**src/rtl/seq_detect_param.sv**
```systemverilog
// seq_detect_param: parametrised serial-bit pattern detector.
// Samples i_x when i_x_valid is high and compares the last LEN bits against a
// runtime-loadable pattern with a per-bit care mask. It supports overlapping and
// non-overlapping matches and keeps a saturating match counter.
//
// Ports:
//   i_clk        rising-edge clock
//   i_reset      asynchronous active-high reset
//   i_x          serial data bit
//   i_x_valid    i_x is sampled on this edge when 1
//   i_pat_in     new pattern (MSB = first bit of the sequence)
//   i_mask_in    care mask for i_pat_in (1 = compare, 0 = don't-care)
//   i_pat_load   load pattern/mask and flush history (beats i_x_valid)
//   i_overlap_en 1 = overlapping matches, 0 = non-overlapping
//   i_cnt_clr    synchronous clear of o_match_cnt
//   o_z          registered one-cycle match pulse
//   o_match_cnt  saturating match count
//   o_armed      history holds LEN valid bits
module seq_detect_param #(
  parameter int unsigned       LEN         = 4,
  parameter logic [LEN-1:0]    DEFAULT_PAT = 4'b1011,
  parameter int unsigned       CNT_W       = 8
) (
  input  logic             i_clk,
  input  logic             i_reset,
  input  logic             i_x,
  input  logic             i_x_valid,
  input  logic [LEN-1:0]   i_pat_in,
  input  logic [LEN-1:0]   i_mask_in,
  input  logic             i_pat_load,
  input  logic             i_overlap_en,
  input  logic             i_cnt_clr,
  output logic             o_z,
  output logic [CNT_W-1:0] o_match_cnt,
  output logic             o_armed
);

  localparam int unsigned    FW      = $clog2(LEN + 1);
  localparam logic [FW-1:0]  FillMax = FW'(LEN);
  localparam logic [CNT_W-1:0] CntMax = {CNT_W{1'b1}};

  logic [LEN-1:0]   r_pat;
  logic [LEN-1:0]   r_mask;
  logic [LEN-1:0]   r_hist;
  logic [FW-1:0]    r_fill;
  logic             r_z;
  logic [CNT_W-1:0] r_cnt;
  logic             r_armed;

  logic [LEN-1:0]   w_hist_n;
  logic [FW-1:0]    w_fill_inc;
  logic             w_match;
  logic [LEN-1:0]   w_pat_d;
  logic [LEN-1:0]   w_mask_d;
  logic [LEN-1:0]   w_hist_d;
  logic [FW-1:0]    w_fill_d;
  logic [CNT_W-1:0] w_cnt_d;

  assign w_hist_n   = {r_hist[LEN-2:0], i_x};
  assign w_fill_inc = (r_fill == FillMax) ? FillMax : r_fill + FW'(1);
  // A load on the same edge suppresses any match from the incoming bit.
  assign w_match    = i_x_valid && !i_pat_load && (w_fill_inc == FillMax) &&
                      (((w_hist_n ^ r_pat) & r_mask) == '0);

  always_comb begin
    w_pat_d  = r_pat;
    w_mask_d = r_mask;
    w_hist_d = r_hist;
    w_fill_d = r_fill;
    if (i_pat_load) begin
      w_pat_d  = i_pat_in;
      w_mask_d = i_mask_in;
      w_hist_d = '0;
      w_fill_d = '0;
    end else if (i_x_valid) begin
      w_hist_d = w_hist_n;
      // Non-overlapping mode restarts the fill so LEN fresh bits are needed.
      w_fill_d = (w_match && !i_overlap_en) ? '0 : w_fill_inc;
    end
  end

  always_comb begin
    w_cnt_d = r_cnt;
    if (i_cnt_clr) begin
      // A match coinciding with the clear is still counted.
      w_cnt_d = w_match ? CNT_W'(1) : '0;
    end else if (w_match && (r_cnt != CntMax)) begin
      w_cnt_d = r_cnt + CNT_W'(1);
    end
  end

  always_ff @(posedge i_clk or posedge i_reset) begin
    if (i_reset) begin
      r_pat   <= DEFAULT_PAT;
      r_mask  <= '1;
      r_hist  <= '0;
      r_fill  <= '0;
      r_z     <= 1'b0;
      r_cnt   <= '0;
      r_armed <= 1'b0;
    end else begin
      r_pat   <= w_pat_d;
      r_mask  <= w_mask_d;
      r_hist  <= w_hist_d;
      r_fill  <= w_fill_d;
      r_z     <= w_match;
      r_cnt   <= w_cnt_d;
      r_armed <= (w_fill_d == FillMax);
    end
  end

  assign o_z         = r_z;
  assign o_match_cnt = r_cnt;
  assign o_armed     = r_armed;

endmodule

```
**config.mk**
```make
export PLATFORM = sky130hd
export DESIGN_NAME = seq_detect_param
export DESIGN_NICKNAME = d
export VERILOG_FILES = /design/src/rtl/seq_detect_param.sv
export SDC_FILE = /design/constraint.sdc
export NUM_CORES = 1
export LEC_CHECK = 0
export BUFFER_PORTS_ARGS = -buffer_cell sky130_fd_sc_hd__buf_2
export CAP_MARGIN = 20
export CORE_MARGIN = 2
export CORE_UTILIZATION = 57
export CTS_CLUSTER_SIZE = 20
export DETAILED_ROUTE_END_ITERATION = 12
export GPL_TIMING_DRIVEN = 0
export PLACE_DENSITY = 0.83
export SKIP_LAST_GASP = 1
export SYNTH_ARGS = -nofsm -noshare
export SYNTH_HDL_FRONTEND = slang
export SYNTH_SLANG_ARGS = --single-unit
```
**constraint.sdc**
```tcl
create_clock -name i_clk -period 5.5 [get_ports i_clk]
set_clock_uncertainty 0.05 [all_clocks]
set_input_delay 0.275 -clock i_clk [delete_from_list [all_inputs] [get_ports i_clk]]
set_output_delay 0.275 -clock i_clk [all_outputs]
set_load 0.01 [all_outputs]
```
==> flow_summary.ini <==
[detailed_routing]
drc = 0
postRouteWirelength_um = 2332
ant_nets = 0
vias = 914
wl_per_cell_um = 14.48
firstDrtPassIters = 4
drt_iter0_drc = 21
viasPerCell = 5.677

[worst_hold_path]
hold_class = input port to async pin

[die]
row_count = 16
core_um2 = 1982
initial_core_util_pct = 60.73
pin_count = 25
die-width_um = 49.95
die_h_um = 49.95
die_area_um2 = 2495

[global_route]
grt_max_degree = 25
grt-ovfl-total = 0
antenna_found_initial = 0
grt_pass1_wl_um = 4160
grt_pass1_vias = 912
track_usage_pct = 22.31

[power_and_ir_drop]
p_per_area_nw_per_um2 = 254.6
vdd_ir_drop_max_mv = 0.1663
leakagePower_nw = 0.6800

[clock_network]
postCtsSetupRepairBufs = 0
cts_root_buffer = clkbuf_4
cts_tree = done
insertion_delay_ns = 0.32
ctsHoldBuffers = 0
post_cts_resized = 0
cts_buffers = 3
cts_max_level = 1
max-clock-path-buffers = 2
path_clk_slew_ns = 0.13
clock_sinks = 24

[logic_synthesis]
ys_seq_area_share_pct = 50.62
synth-edff-count = 0
syn_avg_cell_area_um2 = 11.04
synth_cells = 109
synth_warnings = 0
yosys_register_bits = 24
synth_flop_cell = dfrtp_1
ys_async_sr_fraction_pct = 100.0
synth_cell_types = 32
syn-num-nets = 127
syn_area_um2 = 1204

[place]
gp_congestion = 0.8329
place_hpwl_um = 1612
io_buffers = 21

[finish]
n_fill_cell = 144
diodes = 0
drive_above_1_share_pct = 35.07
mostFrequentLayoutCell = buf_2
nNetsFinal = 153
final_cell_mix = buf_2 (24), dfrtp_1 (17), mux2_2 (10)
area_growth_pct = 15.90
utilization_pct = 70.39

[worst_setup_path]
cp_max_fo = 10
crit_arrival_ns = 2.51
endpoint_kind = flop
cp_slowest_cell = dfrtp_1
criticalPathCategory = flop to flop
crit_family = simple AND/OR/NAND/NOR gates
critPathRequiredTime_ns = 5.68
critical_path.cell_chain = inv_1 -> ha_1 -> nand2b_1 -> a22oi_1 -> nand4_1 -> buf_2 -> nor3_1 -> mux2_2
max_stage_delay_ns = 0.39
crit_buf_inv = 2
startpoint_type = flop

[sta]
setup_tns_ns = 0
fin_crit_sh_pct = 42.37
period_minus_slack_ns = 2.330
drv_slew = 0
slew_headroom_pct = 40.87
fmax_mhz = 429.1
hold_viol = 0
worst_pin_slew_ns = 0.8860
finalSetupViolCount = 0
rsz0062_at_grt = false

[run_status]
status = complete, no violations

[flow_run]
maxCapViolCount = 0
## path summary, 6_finish.rpt
path	slack, ns	end	start	cells past startpoint
setup / recovery	3.17	o_match_cnt[5]$_DFFE_PP0P_	r_fill[0]$_DFF_PP0_	8
hold / removal	0.06	r_fill[2]$_DFF_PP0_	i_reset	2
setup reg to reg	3.17	o_match_cnt[5]$_DFFE_PP0P_	r_fill[0]$_DFF_PP0_	8
hold reg to reg	0.47	o_match_cnt[6]$_DFFE_PP0P_	o_match_cnt[6]$_DFFE_PP0P_	1
max in group asynchronous	4.79	r_hist[1]$_DFFE_PP0P_	i_reset	2
min in group i_clk	0.13	r_mask[2]$_DFFE_PP1P_	i_mask_in[2]	2
## state kept, by name, summed over array words and instances, names as in the netlist
| register | flops |
|---|---|
| o_match_cnt | 8 |
| r_mask | 4 |
| r_pat | 4 |
| r_fill | 3 |
| r_hist | 3 |
| o_armed | 1 |
| o_z | 1 |
## area by class of cell
| cell class | instances | area [um2] | area share (%) |
|---|---|---|---|
| multi-input cells | 72 | 541.8 | 38.83 |
| plain buffers | 6 | 26.28 | 1.883 |
| well taps | 27 | 33.78 | 2.422 |
| inverters | 7 | 26.28 | 1.883 |
| flip-flops and latches | 24 | 609.3 | 43.68 |
| clock inverters | 1 | 30.03 | 2.152 |
| clock buffers | 3 | 22.52 | 1.614 |
| repair buffers | 21 | 105.1 | 7.534 |
## metal layers
metal,share of wire [%],GRT usage (%),wire length (um),vias to the layer above
li1,-,-,-,437
met1,43,29.17,992,435
met2,48,35.33,1127,35
met3,6.0,3.636,140,7
met4,3.0,12.04,71,0
met5,0,0,0,-
## cells by family after synthesis
family	synth area share (%)
xor+xnor	2.910
fa+ha+maj	3.119
buf+inv	4.366
compound gates	7.795
mux	12.68
simple gates	18.50
flops	50.62
## synthesized netlist by cell type, drive strengths merged, types with 3 or more instances
cell type,n,share of area [%]
a21oi,5,2.1
and3,6,3.1
buf,4,1.6
dfrtp,17,35
dfstp,7,15
ha,3,3.1
inv,7,2.2
mux2,10,9.4
mux2i,4,3.3
nand2,6,1.9
nand3,4,1.7
nor2,7,2.2
nor3b,3,1.9
xor2,4,2.9
## stage by stage
step           setup WS (ns)  total power [mW]  hold slack [ns]  cell area (um2)  std cells
2_1_floorplan          3.481            0.2196           0.2344             1204        109
3_3_place_gp           3.323            0.2280           0.4353             1343        157
3_5_place_dp           3.246            0.2300           0.4474             1343        157
4_1_cts                3.148            0.3570          0.09333             1395        161
5_1_grt                2.997            0.3724           0.1036             1395        161
6_report               3.170            0.3552          0.06392             1395        161
## power breakdown
part / internal, mW / total (mW) / switching [mW]
clock: 0.0738 / 0.128 / 0.0541
sequential: 0.188 / 0.193 / 0.00518
combinational: 0.0164 / 0.0339 / 0.0175
No activity file was read; power rests on OpenSTA's default activity.
